==> config.mk <==
export PLATFORM = sky130hd
export DESIGN_NAME = esc_pwm_gen
export DESIGN_NICKNAME = d
export VERILOG_FILES = /design/src/rtl/esc_pkg.sv /design/src/rtl/esc_chan.sv /design/src/rtl/esc_pwm_gen.sv
export SDC_FILE = /design/constraint.sdc
export NUM_CORES = 1
export LEC_CHECK = 0
export BUFFER_PORTS_ARGS = -buffer_cell sky130_fd_sc_hd__buf_2
export CORE_ASPECT_RATIO = 1.5
export CORE_MARGIN = 3
export CORE_UTILIZATION = 60
export CTS_BUF_LIST = sky130_fd_sc_hd__clkbuf_8 sky130_fd_sc_hd__clkbuf_16
export DETAILED_ROUTE_END_ITERATION = 12
export PLACE_DENSITY = 0.76
export SLEW_MARGIN = 10
export SYNTH_ARGS = -nofsm -noshare
export SYNTH_HDL_FRONTEND = slang
export SYNTH_SLANG_ARGS = --single-unit
==> constraint.sdc <==
create_clock -name clk -period 4.2 [get_ports clk]
set_input_delay 0.63 -clock clk [delete_from_list [all_inputs] [get_ports clk]]
set_output_delay 0.63 -clock clk [all_outputs]
set_load 0.01 [all_outputs]
==> src/rtl/esc_pkg.sv <==
// Shared types and default timing constants for the four-channel ESC PWM generator.
// Optional build macro used by the channels: ESC_SLEW_LIMIT_EN.
package esc_pkg;

  typedef logic [10:0] spd_t;
  typedef logic [14:0] pw_t;

  typedef enum logic [0:0] {
    ARM = 1'b0,
    RUN = 1'b1
  } esc_state_t;

  localparam int MIN_PULSE_DFLT = 6250;
  localparam int SPD_GAIN_DFLT  = 3;
  localparam int SPD_MAX        = 2047;

endpackage

==> src/rtl/esc_chan.sv <==
// One ESC channel: shadow/active speed banks, pulse-width register and frame compare.
// Build macro ESC_SLEW_LIMIT_EN enables per-frame slew limiting of the active speed in RUN.
module esc_chan
  import esc_pkg::*;
#(
  parameter int PERIOD_W  = 18,
  parameter int MIN_PULSE = MIN_PULSE_DFLT,
  parameter int SPD_GAIN  = SPD_GAIN_DFLT,
  parameter int MAX_STEP  = 64
) (
  input  logic                clk,
  input  logic                rst_n,
  input  logic                spd_vld,
  input  spd_t                spd,
  input  logic                load,
  input  logic                run,
  input  logic [PERIOD_W-1:0] cnt,
  output logic                pwm
);

  // The widest pulse must fit both the pw register and the frame.
  if (MIN_PULSE < 2 || MIN_PULSE + SPD_GAIN * SPD_MAX >= 2 ** PERIOD_W ||
      MIN_PULSE + SPD_GAIN * SPD_MAX >= 2 ** 15) begin : g_bad_pulse_cfg
    $error("esc_chan: pulse width range does not fit the frame or pw_t");
  end
  if (MAX_STEP < 1 || MAX_STEP > SPD_MAX) begin : g_bad_step_cfg
    $error("esc_chan: MAX_STEP out of range");
  end

  spd_t shadow;
  spd_t active;
  spd_t active_nxt;
  pw_t  pw;
  pw_t  pw_eff;

`ifdef ESC_SLEW_LIMIT_EN
  localparam logic signed [11:0] STEP = 12'(MAX_STEP);
  logic signed [11:0] diff;
  logic signed [11:0] step;

  always_comb begin
    diff = $signed({1'b0, shadow}) - $signed({1'b0, active});
    step = diff;
    if (diff > STEP) begin
      step = STEP;
    end else if (diff < -STEP) begin
      step = -STEP;
    end
    active_nxt = run ? spd_t'(12'(active) + step) : shadow;
  end
`else
  assign active_nxt = shadow;
`endif

  // pw lags active by one cycle; the cnt==1 compare still sees the old pw,
  // which is harmless because every pw is at least MIN_PULSE >= 2.
  assign pw_eff = run ? pw : pw_t'(MIN_PULSE);

  always_ff @(posedge clk) begin
    if (!rst_n) begin
      shadow <= '0;
      active <= '0;
      pw     <= '0;
      pwm    <= 1'b0;
    end else begin
      if (spd_vld) begin
        shadow <= spd;
      end
      if (load) begin
        active <= active_nxt;
      end
      pw  <= pw_t'(MIN_PULSE + SPD_GAIN * int'(active));
      pwm <= (32'(cnt) < 32'(pw_eff));
    end
  end

endmodule

==> src/rtl/esc_pwm_gen.sv <==
// Four-channel ESC PWM generator: shared frame counter, arming sequencer and four esc_chan.
// Build macro ESC_SLEW_LIMIT_EN (see esc_chan) adds slew limiting of speed changes.
//
//   state | meaning
//   ARM   | forced MIN_PULSE output; count frame starts up to ARM_FRAMES
//   RUN   | pulse widths follow commanded speeds until reset
module esc_pwm_gen
  import esc_pkg::*;
#(
  parameter int PERIOD_W   = 18,
  parameter int MIN_PULSE  = MIN_PULSE_DFLT,
  parameter int SPD_GAIN   = SPD_GAIN_DFLT,
  parameter int ARM_FRAMES = 4,
  parameter int MAX_STEP   = 64
) (
  input  logic        clk,
  input  logic        rst_n,
  input  logic        spd_vld,
  input  logic [10:0] frnt_spd,
  input  logic [10:0] bck_spd,
  input  logic [10:0] lft_spd,
  input  logic [10:0] rght_spd,
  output logic        frnt_pwm,
  output logic        bck_pwm,
  output logic        lft_pwm,
  output logic        rght_pwm,
  output logic        frm_strt,
  output logic        armed
);

  if (ARM_FRAMES < 1) begin : g_bad_arm_cfg
    $error("esc_pwm_gen: ARM_FRAMES must be at least 1");
  end

  localparam int ARM_W = $clog2(ARM_FRAMES + 1);

  logic [PERIOD_W-1:0] cnt;
  logic [ARM_W-1:0]    arm_cnt;
  esc_state_t          state;
  logic                frm_zero;
  logic                run;
  spd_t                spd_v [4];
  logic [3:0]          pwm_v;

  assign frm_zero = (cnt == '0);
  assign run      = (state == RUN);

  always_ff @(posedge clk) begin
    if (!rst_n) begin
      cnt      <= '0;
      frm_strt <= 1'b0;
      arm_cnt  <= '0;
      state    <= ARM;
      armed    <= 1'b0;
    end else begin
      cnt      <= cnt + PERIOD_W'(1);
      frm_strt <= frm_zero;
      if (frm_zero && state == ARM) begin
        if (arm_cnt == ARM_W'(ARM_FRAMES)) begin
          state <= RUN;
          armed <= 1'b1;
        end else begin
          arm_cnt <= arm_cnt + ARM_W'(1);
        end
      end
    end
  end

  assign spd_v[0] = frnt_spd;
  assign spd_v[1] = bck_spd;
  assign spd_v[2] = lft_spd;
  assign spd_v[3] = rght_spd;

  for (genvar i = 0; i < 4; i++) begin : g_chan
    esc_chan #(
      .PERIOD_W (PERIOD_W),
      .MIN_PULSE(MIN_PULSE),
      .SPD_GAIN (SPD_GAIN),
      .MAX_STEP (MAX_STEP)
    ) u_chan (
      .clk    (clk),
      .rst_n  (rst_n),
      .spd_vld(spd_vld),
      .spd    (spd_v[i]),
      .load   (frm_zero),
      .run    (run),
      .cnt    (cnt),
      .pwm    (pwm_v[i])
    );
  end

  assign frnt_pwm = pwm_v[0];
  assign bck_pwm  = pwm_v[1];
  assign lft_pwm  = pwm_v[2];
  assign rght_pwm = pwm_v[3];

endmodule

* After elaboration in Yosys (flattened, before gate mapping) *
Index checks and enable logic that the tools add are counted.

cells by class
  equality and inequality tests = 1
  magnitude comparators = 4
  add/sub/neg operators = 6
  mux-type cells = 4
  bitwise gates (word level) = 2
  multiply operators = 4
  reduce and logical (&&, ||, !) cells = 4

operator list
  cell                      count
  $lt A18 B15 Y1            4
  $add A14 B15 Y15 const A  4
  $mux W15                  4
  $mul A2 B11 Y13 const A   4
  $add A18 B1 Y18 const B   1
  $logic_not A18 Y1         1
  $reduce_and A2 Y1         2
  $add A3 B1 Y3 const B     1
  $eq A3 B3 Y1 const B      1
  $not A1 Y1                2
  $logic_and A1 B1 Y1       1

storage, ports and cells
  word-level logic and storage cells = 45
  flip-flop bits (word level) = 175
  output and inout bits = 6
  bits of input ports = 47

* Depth between registers and ports, before layout *
Gate-level depths: netlist of run 1.

  word-level depth = 3
  gate-level depth with buffers = 11
  gate-level depth less buffers = 10

* By module *
Synthesis of run 1 repeated with hierarchy kept, for this count alone.

second synthesis, totals
  cell total of the unflattened synthesis = 1033
  area total of the unflattened synthesis = 9872.0 um^2

by module, submodules not included
  module                            cells an instance  instances  area each (um^2)  seq. area each (um^2)
  esc_chan at g_chan[1].u_chan ...  227                3          2208.4            740.7
  esc_chan at g_chan[0].u_chan      230                1          2179.6            740.7
  esc_pwm_gen                       122                1          1067.3            460.4

* Worst setup path after synthesis of run 1 *
No wires, ideal clock.

  kind = register to register
  start point = register g_chan[3].u_chan.active[1]
  end point = register g_chan[3].u_chan.pw[12]
  clock period less this slack = 2.756 ns
  stages on the path, launching flop included = 11
  setup slack = 1.444 ns
  buffers on the path = 0
  arrival time = 2.628 ns
  data required time = 4.072 ns
  setup time = 0.128 ns
  cell sequence = dfxtp_1 -> ha_1 -> fa_1 -> a21o_1 -> a31o_1 -> a2111o_1 -> and2_4 -> xnor2_1 -> o41ai_2 -> xnor2_1 -> nor2_1

on the way
  longest elaborated chain between the ends = 2

ends and longest elaborated chain
  item                    line            source
  start, declared         esc_chan.sv:31  spd_t active;
  start signal, assigned  esc_chan.sv:70  active <= active_nxt;
  $mul A2 B11 Y13         esc_chan.sv:72  pw <= pw_t'(MIN_PULSE + SPD_GAIN * int'(active));
  $add A14 B15 Y15        esc_chan.sv:72
  end signal, assigned    esc_chan.sv:72
  end, declared           esc_chan.sv:33  pw_t pw;

Every way passes these cells.
A chain may end at the register's enable or synchronous reset.

* Final worst setup path of run 1 *
Ends and elaborated chain as after synthesis.

==> results.rst, run 1 <==
.. list-table::
   :header-rows: 1

   * - Metric
     - Value
   * - Remaining antenna violation count after routing
     - 0
   * - Most frequent cells in the layout
     - dfxtp_1 (171), nand2_1 (148), nor2_1 (122)
   * - Routed wire per std cell
     - 13.4 um
   * - Total congestion overflow after global routing
     - 0
   * - Cell Pwr Density
     - 366 nW/um^2
   * - Vertical die dimension
     - 161 um
   * - Max-slew violation count
     - 0
   * - Critical path startpoint category
     - flip-flop
   * - Final weighted congestion in routability-driven placement
     - 0.816
   * - Hpwl dp
     - 12,600 um
   * - Core Box Area
     - 15,600 um^2
   * - Vias after detailed routing
     - 7,460
   * - Number of global-route vias before repair
     - 7,286
   * - Actual slew at the worst max-slew pin
     - 0.884 ns
   * - Sum Neg Setup Slack
     - 0 ns
   * - Total power of the final layout
     - 3.89 mW
   * - Required time at the worst-slack endpoint
     - 4.50 ns
   * - Final Instance Area
     - 10,600 um^2
   * - Most used flip-flop cell after synthesis
     - dfxtp_1
   * - Capture instance of the worst register-to-register path
     - g_chan[3].u_chan.pw[12]
   * - Insertion delay of the later-clocked pin in the worst-skew pair
     - 0.43 ns
   * - Post-CTS Hold Buffers
     - 0
   * - Source of the worst hold timing path
     - frnt_spd[10]
   * - Critical path peak fanout
     - 4
   * - Result of the run
     - finished, final reports clean
   * - 1st-iter DRT viols
     - 271
   * - Worst hold slack across all endpoints
     - 0.428 ns
   * - Number of endpoints with negative hold slack in the final report
     - 0
   * - Proportion of layout cells with a drive suffix above 1
     - 9.62%
   * - Post-synthesis sequential area ratio
     - 35.7%
   * - Post-synthesis cell type count
     - 66
   * - Most common library cell in the layout ignoring fill and taps
     - dfxtp_1
   * - Net count after synthesis
     - 1,254
   * - RSZ-0062 raised after global routing
     - no
   * - Vias per inst
     - 5.54
   * - Worst setup EP type
     - flip-flop
   * - Post-synth ARST share
     - 0%
   * - Hold Crit Endpoint
     - g_chan[0].u_chan.active_nxt[10]
   * - Quantity of gates resized following cts
     - 0
   * - Largest net degree at the start of global routing
     - 72
   * - Share of the clock period used by the worst path
     - 69.9%
   * - Total wire length after detailed routing
     - 18,000 um
   * - TritonCTS sink count
     - 171
   * - Total iterations of the first detailed-routing run
     - 4
   * - Total number of yosys warnings
     - 0
   * - Worst slew slack as a fraction of its limit
     - 40.7%
   * - Number of buffers created by CTS
     - 17
   * - Clock skew after layout
     - 0.00992 ns
   * - Critical Setup Path Class
     - flip-flop to flip-flop
   * - Total number of nets in the final design
     - 1,289
   * - Cell area after synthesis
     - 9590 um^2
   * - Total global-route track usage
     - 21.9%
   * - Post-CTS setup buffer count
     - 0
   * - Clock tree from TritonCTS
     - built
   * - ANT cells
     - 0
   * - Type of the worst min-delay path
     - input port to flip-flop
   * - Total of endpoints with negative setup slack in the final report
     - 0
   * - Die extent in x
     - 109 um
   * - Clock transition at the registers of the reported paths
     - 0.06 ns
   * - Global-route wire length before repair
     - 31,500 um
   * - Initial core utilization
     - 61.4%
   * - Clock Path Buffers
     - 2
   * - Boundary pin count
     - 53
   * - Highest Clock Rate
     - 341 MHz
   * - Number of cells traversed by the worst register-to-register path
     - 10
   * - Number of buffer cells added on primary ports
     - 52
   * - Startpoint of the lowest-slack register-to-register path
     - g_chan[3].u_chan.active[1]
   * - Number of cells on the worst hold path
     - 3
   * - Reg-to-reg slack, setup
     - 1.27 ns
   * - Synthesized flop and latch total
     - 171
   * - Buffer type at the clock tree root
     - clkbuf_16
   * - Arr. time, crit path
     - 3.23 ns
   * - Max Cap Violations
     - 0
   * - Max VDD drop
     - 0.000240 V
   * - Site row count
     - 56
   * - Die outline area
     - 17,600 um^2
   * - Number of enable-type register cells in the synthesized netlist
     - 0
   * - Post-Synthesis Cells
     - 1,095
   * - Number of remaining DRC errors
     - 0
   * - Post-Place Cell Area
     - 10,000 um^2
   * - Shortest clock period the worst path allows after layout
     - 2.93 ns
   * - CTS H-Tree Depth
     - 4
   * - Synthesis-to-finish area growth
     - 10.9%
   * - Antenna violations before repair
     - 0
   * - Average footprint of a synthesized cell
     - 8.76 um^2
   * - Lkg Pwr
     - 5.02 nW
==> final cells by class <==
| cell class | instances | area (um^2) |
|---|---|---|
| sequential | 171 | 3420 |
| multi-input combinational | 861 | 5940 |
| timing repair buffer | 59 | 325 |
| clock inverter | 13 | 165 |
| inverter | 20 | 77.6 |
| fill | 1287 | 4990 |
| tap | 203 | 254 |
| clock buffer | 19 | 453 |
==> flip-flops by register name (all words and copies together) (netlist names) <==
register and cells:
arm_cnt 3, g_chan.u_chan.active 44, frm_strt 1, g_chan.u_chan.pwm 4, g_chan.u_chan.active_nxt 44, run 1
g_chan.u_chan.pw 56, cnt 18
==> logic make-up after synthesis <==
logic type                 after synthesis  synth area share (%)
adders and majority gates              112                  14.9
AOI/OAI and AO/OA                      218                  15.0
xor gates and xnor gates                74                  6.83
buffers and inverters                   63                  2.48
muxes                                   51                  5.32
and+or+nand+nor                        406                  19.7
DFF                                    171                  35.7
==> critical path, stage by stage, from the launching register on <==
cell and delay [ns]:
dfxtp_1 0.36, ha_1 0.23, fa_1 0.41, a21o_1 0.19, a31o_1 0.23, a2111o_1 0.47, and2_4 0.21, xnor2_1 0.17
o41ai_2 0.33, xnor2_1 0.16, nor2_1 0.05
==> Yosys cell counts, drive strengths merged, types with 6 or more instances <==
library cell    n  area share (%)
nor2b          32             2.1
xnor2          36             3.3
nand4           8            0.52
and3           12            0.78
mux2i          51             5.3
a31oi           8            0.52
nand3           8            0.42
a2111o          6            0.70
o21ai          14            0.73
nand2b          8            0.52
dfxtp         171              36
nor3b           7            0.55
a211oi          6            0.65
a21oi         104             5.5
nor2          122             4.8
and2           16             1.1
nor4            9            0.65
nand2         149             5.9
clkbuf         38             1.5
o21bai          6            0.47
a21o           40             3.1
xor2           38             3.5
nor3           12            0.63
inv            20            0.78
o21a            6            0.47
ha            108              14
==> layer usage <==
metal	up-vias	part of all wire (%)	GRT usage, %
met3	15	2.3	4.50
met5	-	0	0
li1	3879	-	-
met1	3502	45	25.3
met2	64	51	40.0
met4	0	1.1	6.18
==> worst max-delay path by stage <==
stage	startpoint	end	depth (start not counted)
after floorplan	g_chan[3].u_chan.active[1]	g_chan[3].u_chan.pw[12]	10
after global placement	g_chan[3].u_chan.active[1]	g_chan[3].u_chan.pw[12]	10
after detailed placement	g_chan[3].u_chan.active[1]	g_chan[3].u_chan.pw[12]	10
after CTS	g_chan[3].u_chan.active[1]	g_chan[3].u_chan.pw[12]	10
after global routing	g_chan[0].u_chan.active[1]	g_chan[0].u_chan.pw[10]	9
final	g_chan[3].u_chan.active[1]	g_chan[3].u_chan.pw[12]	10
==> through the flow <==
step | instances | setup slack (ns) | utilization (%)
floorplan | 1095 | 1.44 | -
global placement | 1314 | 1.33 | 64.1
detailed placement | 1314 | 1.26 | 64.1
CTS | 1346 | 1.25 | 68.1
global route | 1346 | 1.08 | 68.1
finish | 1346 | 1.27 | 68.1
==> where the power goes <==
group | switching [mW] | internal (mW)
clock | 0.646 | 0.969
combinational | 0.283 | 0.209
sequential | 0.0566 | 1.73
No activity file was read; power rests on OpenSTA's default activity.
==> run 2, diff against run 1 <==
- clock period: 4.2 -> 2.94 ns (I/O delays scaled with it)
==> run 2 against run 1 <==
  * Critical path depth is the same
  * Final cell count is 0.89% higher
  * Clock power is 52% higher
  * Global-route usage increased by 0.75 points
  * Register-to-register slack got worse by 1.1 ns
  * Flip-flop and latch count is the same
  * Clock-buffer cell count fell by 1
  * Sequential power increased by 43%
  * Core utilization grew 1.2 points
  * Worst setup slack lost 1.1 ns
==> results.rst, run 2 (synthesis gave the netlist of run 1 again) <==
.. list-table::
   :header-rows: 1

   * - Metric
     - Value
   * - Result of the run
     - finished, final reports clean
   * - Final weighted congestion in routability-driven placement
     - 0.797
   * - Max VDD drop
     - 0.000392 V
   * - Post-CTS Hold Buffers
     - 0
   * - Routed wl met2
     - 9820 um
   * - Die outline area
     - 17,600 um^2
   * - Antenna violations before repair
     - 0
   * - Finished Core Util
     - 69.3%
   * - Number of cells on the worst hold path
     - 3
   * - Critical path startpoint category
     - flip-flop
   * - Uppermost layer routed
     - met4
   * - Shortest clock period the worst path allows after layout
     - 2.82 ns
   * - Max-slew violation count
     - 0
   * - Remaining antenna violation count after routing
     - 0
   * - Global-route wire length before repair
     - 32,700 um
   * - Boundary pin count
     - 53
   * - Post-placement worst setup slack
     - 0.0172 ns
   * - Largest net degree at the start of global routing
     - 154
   * - Vias after detailed routing
     - 7,503
   * - 1st-iter DRT viols
     - 269
   * - Hold Crit Endpoint
     - g_chan[0].u_chan.active_nxt[6]
   * - Type of the worst min-delay path
     - input port to flip-flop
   * - Initial core utilization
     - 61.4%
   * - Vertical die dimension
     - 161 um
   * - Reg-to-reg slack, setup
     - 0.12 ns
   * - Vias per inst
     - 5.53
   * - Worst setup EP type
     - flip-flop
   * - Total global-route track usage
     - 22.6%
   * - Core Box Area
     - 15,600 um^2
   * - Number of cells traversed by the worst register-to-register path
     - 10
   * - Biggest register
     - g_chan.u_chan.pw
   * - Share of the clock period used by the worst path
     - 95.9%
   * - Source of the worst hold timing path
     - frnt_spd[6]
   * - Die extent in x
     - 109 um
   * - Capture instance of the worst register-to-register path
     - g_chan[2].u_chan.pw[10]
   * - Total of endpoints with negative setup slack in the final report
     - 0
   * - ANT cells
     - 0
   * - Number of endpoints with negative hold slack in the final report
     - 0
   * - Hpwl dp
     - 12,900 um
   * - Number of buffers created by CTS
     - 17
   * - Worst hold slack across all endpoints
     - 0.243 ns
   * - Total power of the final layout
     - 5.73 mW
   * - Fillcell total
     - 1,299
   * - Proportion of layout cells with a drive suffix above 1
     - 11.3%
   * - CTS H-Tree Depth
     - 4
   * - Number of remaining DRC errors
     - 0
   * - Final Instance Area
     - 10,800 um^2
   * - Number of buffer cells added on primary ports
     - 52
   * - Site row count
     - 56
   * - Clock transition at the registers of the reported paths
     - 0.07 ns
   * - Total number of nets in the final design
     - 1,301
   * - Arr. time, crit path
     - 3.17 ns
   * - Actual slew at the worst max-slew pin
     - 0.698 ns
   * - Buffer type at the clock tree root
     - clkbuf_16
   * - Most frequent cells in the layout
     - dfxtp_1 (171), nand2_1 (148), nor2_1 (122)
   * - Cell Pwr Density
     - 529 nW/um^2
   * - Clock Path Buffers
     - 2
   * - Insertion delay of the later-clocked pin in the worst-skew pair
     - 0.43 ns
   * - Number of global-route vias before repair
     - 7,616
   * - Startpoint of the lowest-slack register-to-register path
     - g_chan[2].u_chan.active[1]
   * - Wire length on met1
     - 8180 um
   * - Clock tree from TritonCTS
     - built
   * - Post-Place Cell Area
     - 10,100 um^2
   * - Max Cap Violations
     - 0
   * - Synthesis-to-finish area growth
     - 12.9%
   * - Most common library cell in the layout ignoring fill and taps
     - dfxtp_1
   * - Total wire length after detailed routing
     - 18,800 um
   * - Highest Clock Rate
     - 355 MHz
   * - TritonCTS sink count
     - 171
   * - Met3 Routed Length
     - 578 um
   * - Lkg Pwr
     - 5.10 nW
   * - Worst slew slack as a fraction of its limit
     - 52.7%
   * - Setup WS post-layout
     - 0.119 ns
   * - Routed wire per std cell
     - 13.9 um
   * - Required time at the worst-slack endpoint
     - 3.29 ns
   * - Critical path peak fanout
     - 6
   * - Total congestion overflow after global routing
     - 0
   * - Total iterations of the first detailed-routing run
     - 5
   * - Clock skew after layout
     - 0.00677 ns
   * - Critical Setup Path Class
     - flip-flop to flip-flop
   * - Number of flip-flops under the largest register name
     - 56
==> run 2: stage by stage <==
step	cells	TNS (ns)
3_3_place_gp	1324	0
3_5_place_dp	1324	0
5_1_grt	1358	-0.0531
6_report	1358	0
2_1_floorplan	1095	0
4_1_cts	1356	0
==> run 2: area by class of cell <==
cell class                 count  area [um^2]  area share, %
multi-input combinational    861         6010           55.4
sequential                   171         3420           31.6
clock buffer                  18          439           4.05
timing repair buffer          71          415           3.84
tap                          203          254           2.34
clock inverter                14          216           2.00
inverter                      20         77.6          0.716
==> run 2: worst max-delay path by stage <==
stage	cells past startpoint	to	from	slack, ns
after floorplan	10	g_chan[3].u_chan.pw[12]	g_chan[3].u_chan.active[1]	0.18
after global placement	10	g_chan[3].u_chan.pw[12]	g_chan[3].u_chan.active[1]	0.07
after detailed placement	10	g_chan[3].u_chan.pw[12]	g_chan[3].u_chan.active[1]	0.02
after CTS	10	g_chan[3].u_chan.pw[12]	g_chan[3].u_chan.active[1]	0.01
after global routing	10	g_chan[2].u_chan.pw[10]	g_chan[2].u_chan.active[1]	-0.03
final	10	g_chan[2].u_chan.pw[10]	g_chan[2].u_chan.active[1]	0.12
==> run 2: routing by layer <==
metal | GRT usage [%] | up-vias
met5 | 0 | -
met4 | 6.64 | 0
met3 | 4.26 | 24
met2 | 41.9 | 73
met1 | 25.8 | 3502
li1 | - | 3904
==> run 2: timing repair <==
action / 4_1_cts / 5_1_grt
endpoints found under the setup margin: 0 / 10
buffers inserted: 0 / 2
resized for setup: 0 / 10
==> run 2: critical path: stages (launching register included) <==
cell and delay (ns):
dfxtp_1 0.36, ha_1 0.25, fa_1 0.46, a211oi_1 0.29
o21ai_0 0.20, nand2_1 0.15, xnor2_2 0.12, nor4bb_1 0.15
and2_1 0.18, or4_1 0.46, a21oi_1 0.14
==> run 2: where the power goes <==
group / switching (mW) / internal (mW)
Combinational: 0.418 / 0.307
Sequential: 0.0824 / 2.47
Clock: 0.924 / 1.53
Total: 1.42 / 4.31
==> run 3, diff against run 2 <==
- PLACE_DENSITY: 0.76 -> 0.75
- SKIP_LAST_GASP: unset -> 1
- SYNTH_HIERARCHICAL: unset -> 1
==> run 3 against run 2 <==
  * Design area grew 0.85%
  * First-iteration DRC count is 16% lower
  * Clock skew rose by 0.00068 ns
  * Critical endpoint is now g_chan[0].u_chan/pw[10]
  * Largest cell class unchanged
  * Largest power group unchanged
==> results.rst, run 3 <==
.. list-table::
   :header-rows: 1

   * - Metric
     - Value
   * - Buffer type at the clock tree root
     - clkbuf_16
   * - Boundary pin count
     - 53
   * - Vias after detailed routing
     - 7,112
   * - Average footprint of a synthesized cell
     - 9.56 um^2
   * - Largest net degree at the start of global routing
     - 126
   * - Total number of yosys warnings
     - 6
   * - Antenna violations before repair
     - 0
   * - Proportion of total power due to net switching
     - 25.4%
   * - Shortest clock period the worst path allows after layout
     - 2.35 ns
   * - Net count after synthesis
     - 1,220
   * - Critical path peak fanout
     - 3
   * - Fraction of post-synthesis cell area in the top cell type by area
     - 34.7%
   * - Post-Place Cell Area
     - 10,300 um^2
   * - Cell area after synthesis
     - 9870 um^2
   * - CP Launch Point
     - g_chan[0].u_chan/active[1]
   * - Cell occurring most often along the worst timing path
     - ha_1
   * - Number of remaining DRC errors
     - 0
   * - Final weighted congestion in routability-driven placement
     - 0.812
   * - Total number of nets in the final design
     - 1,269
   * - Core Box Area
     - 15,900 um^2
   * - Post-placement worst setup slack
     - 0.628 ns
   * - CTS H-Tree Depth
     - 4
   * - Critical path startpoint category
     - flip-flop
   * - Die extent in x
     - 111 um
   * - Quantity of gates resized following cts
     - 0
   * - Max-slew violation count
     - 0
   * - Sum Neg Setup Slack
     - 0 ns
   * - Hpwl dp
     - 12,600 um
   * - Post-synthesis cell type count
     - 59
   * - Fin cells
     - 1,298
   * - Total congestion overflow after global routing
     - 0
   * - Setup WS post-layout
     - 0.593 ns
   * - Post-CTS setup buffer count
     - 0
   * - Number of enable-type register cells in the synthesized netlist
     - 0
   * - Worst setup EP type
     - flip-flop
   * - Vias per inst
     - 5.48
   * - Clock transition at the registers of the reported paths
     - 0.06 ns
   * - Total wire length after detailed routing
     - 17,700 um
   * - Source of the worst hold timing path
     - rght_spd[4]
   * - Vertical die dimension
     - 163 um
   * - Comb pwr share
     - 13.4%
   * - Internal cell power
     - 4.09 mW
   * - Sequential share of power
     - 46.4%
   * - Post-Synthesis Cells
     - 1,033
   * - Post-synth ARST share
     - 0%
   * - Finished Core Util
     - 68.7%
   * - Most frequent cells in the layout
     - dfxtp_1 (171), ha_1 (136), nor2b_1 (118)
   * - Critical Setup Path Class
     - flip-flop to flip-flop
   * - Total iterations of the first detailed-routing run
     - 4
   * - Routed wire per std cell
     - 13.7 um
   * - Multi-input combinational cell area
     - 6000 um^2
   * - Post-synthesis sequential area ratio
     - 34.7%
   * - Initial core utilization
     - 62.1%
   * - Insertion delay of the later-clocked pin in the worst-skew pair
     - 0.42 ns
   * - Area leader, netlist
     - dfxtp_1
   * - Type of the worst min-delay path
     - input port to flip-flop
   * - Most instantiated cells after synthesis
     - dfxtp_1 (171), ha_1 (136), nor2b_1 (118)
   * - Series of cell instances along the critical path
     - ha_1, ha_1, fa_1, a211oi_2, nor2_1, o41ai_2, xnor2_1, and2_1
   * - Required time at the worst-slack endpoint
     - 3.25 ns
   * - Global-route wire length before repair
     - 30,800 um
   * - TritonCTS sink count
     - 171
   * - Site row count
     - 56
   * - CP max stage cell
     - fa_1
   * - Clock Path Buffers
     - 2
   * - ANT cells
     - 0
   * - Remaining antenna violation count after routing
     - 0
   * - Cell Pwr Density
     - 503 nW/um^2
   * - Highest Clock Rate
     - 426 MHz
   * - Result of the run
     - finished, final reports clean
   * - Number of buffer cells added on primary ports
     - 52
   * - Number of flip-flops under the largest register name
     - 56
   * - Worst hold slack across all endpoints
     - 0.274 ns
   * - Most used flip-flop cell after synthesis
     - dfxtp_1
   * - Total power of the final layout
     - 5.49 mW
   * - Most common library cell in the layout ignoring fill and taps
     - dfxtp_1
   * - Number of endpoints with negative hold slack in the final report
     - 0
   * - Die outline area
     - 18,100 um^2
   * - Clock skew after layout
     - 0.00745 ns
   * - Longest individual stage delay on the worst path
     - 0.46 ns
   * - Proportion of layout cells with a drive suffix above 1
     - 11.9%
   * - 1st-iter DRT viols
     - 226
   * - Worst slew slack as a fraction of its limit
     - 49.6%
   * - Actual slew at the worst max-slew pin
     - 0.757 ns
   * - Startpoint of the lowest-slack register-to-register path
     - g_chan[0].u_chan/active[1]
   * - Fillcell total
     - 1,285
   * - Most common cell in the synthesized netlist
     - dfxtp_1
   * - Final Instance Area
     - 10,900 um^2
   * - Clock group share of total power
     - 40.3%
   * - Max VDD drop
     - 0.000394 V
   * - Synthesis-to-finish area growth
     - 10.7%
   * - Synth area leaders
     - dfxtp_1 (35%), ha_1 (17%), mux2i_1 (9.9%)
   * - Number of buffers created by CTS
     - 17
   * - Max Cap Violations
     - 0
   * - Clock tree from TritonCTS
     - built
   * - Lkg Pwr
     - 5.23 nW
   * - Post-CTS Hold Buffers
     - 0
   * - Total global-route track usage
     - 20.1%
   * - Share of the clock period used by the worst path
     - 79.8%
   * - Total of endpoints with negative setup slack in the final report
     - 0
   * - Placed cell count
     - 1,266
   * - Synthesized flop and latch total
     - 171
   * - Total area of sequential cells
     - 3420 um^2
   * - Biggest register
     - g_chan.u_chan/pw
   * - Net switching power figure
     - 1.40 mW
   * - Arr. time, crit path
     - 2.66 ns
   * - Number of global-route vias before repair
     - 7,039
   * - RSZ-0062 raised after global routing
     - no
==> run 3: final timing paths <==
kind / endpoint / slack, ns / cells after the start
setup / recovery: g_chan[0].u_chan/pw[10] / 0.59 / 8
hold / removal: g_chan[3].u_chan/active_nxt[4] / 0.27 / 3
setup reg to reg: g_chan[0].u_chan/pw[10] / 0.59 / 8
hold reg to reg: arm_cnt[2] / 0.49 / 2
==> run 3: cell type report <==
| type | instances | share of cell area, % |
|---|---|---|
| Multi-Input combinational cell | 750 | 54.9 |
| Sequential cell | 171 | 31.3 |
| Clock buffer | 18 | 4.02 |
| Timing Repair Buffer | 60 | 3.30 |
| Inverter | 82 | 2.82 |
| Tap cell | 203 | 2.33 |
| Clock inverter | 14 | 1.32 |
==> run 3: kinds of logic (layout without fill, tap and decap cells) <==
group | after synthesis | after routing | share of synthesized area, %
compound gates | 155 | 155 | 11.2
xor+xnor | 31 | 31 | 2.75
fa+ha+maj | 140 | 140 | 18.0
buf+inv | 112 | 174 | 4.66
flops | 171 | 171 | 34.7
mux | 101 | 101 | 10.3
simple gates | 323 | 323 | 18.3
==> run 3: worst max-delay path: cells and delay by family, from the launching register on <==
kind / cells / cell delay [ns]
adders and majority gates: 3 / 0.99
AOI/OAI and AO/OA: 2 / 0.57
DFF: 1 / 0.33
and+or+nand+nor: 2 / 0.26
xor gates and xnor gates: 1 / 0.10
==> run 3: power by group through the flow <==
stage	logic, mW	registers [mW]	clock network, mW
6_report	0.734	2.54	2.21
5_1_grt	0.833	2.56	2.35
3_3_place_gp	0.714	2.59	0
2_1_floorplan	0.568	2.58	0
3_5_place_dp	0.733	2.60	0
4_1_cts	0.744	2.55	2.26
==> run 3: routing by layer <==
layer  vias to the layer above  routed length (um)  global-route usage, %
met2                        83                9050                   36.3
met5                         -                   0                      0
li1                       3672                   -                      -
met4                         0                 350                   8.35
met3                        33                 465                   3.48
met1                      3324                7870                   23.5
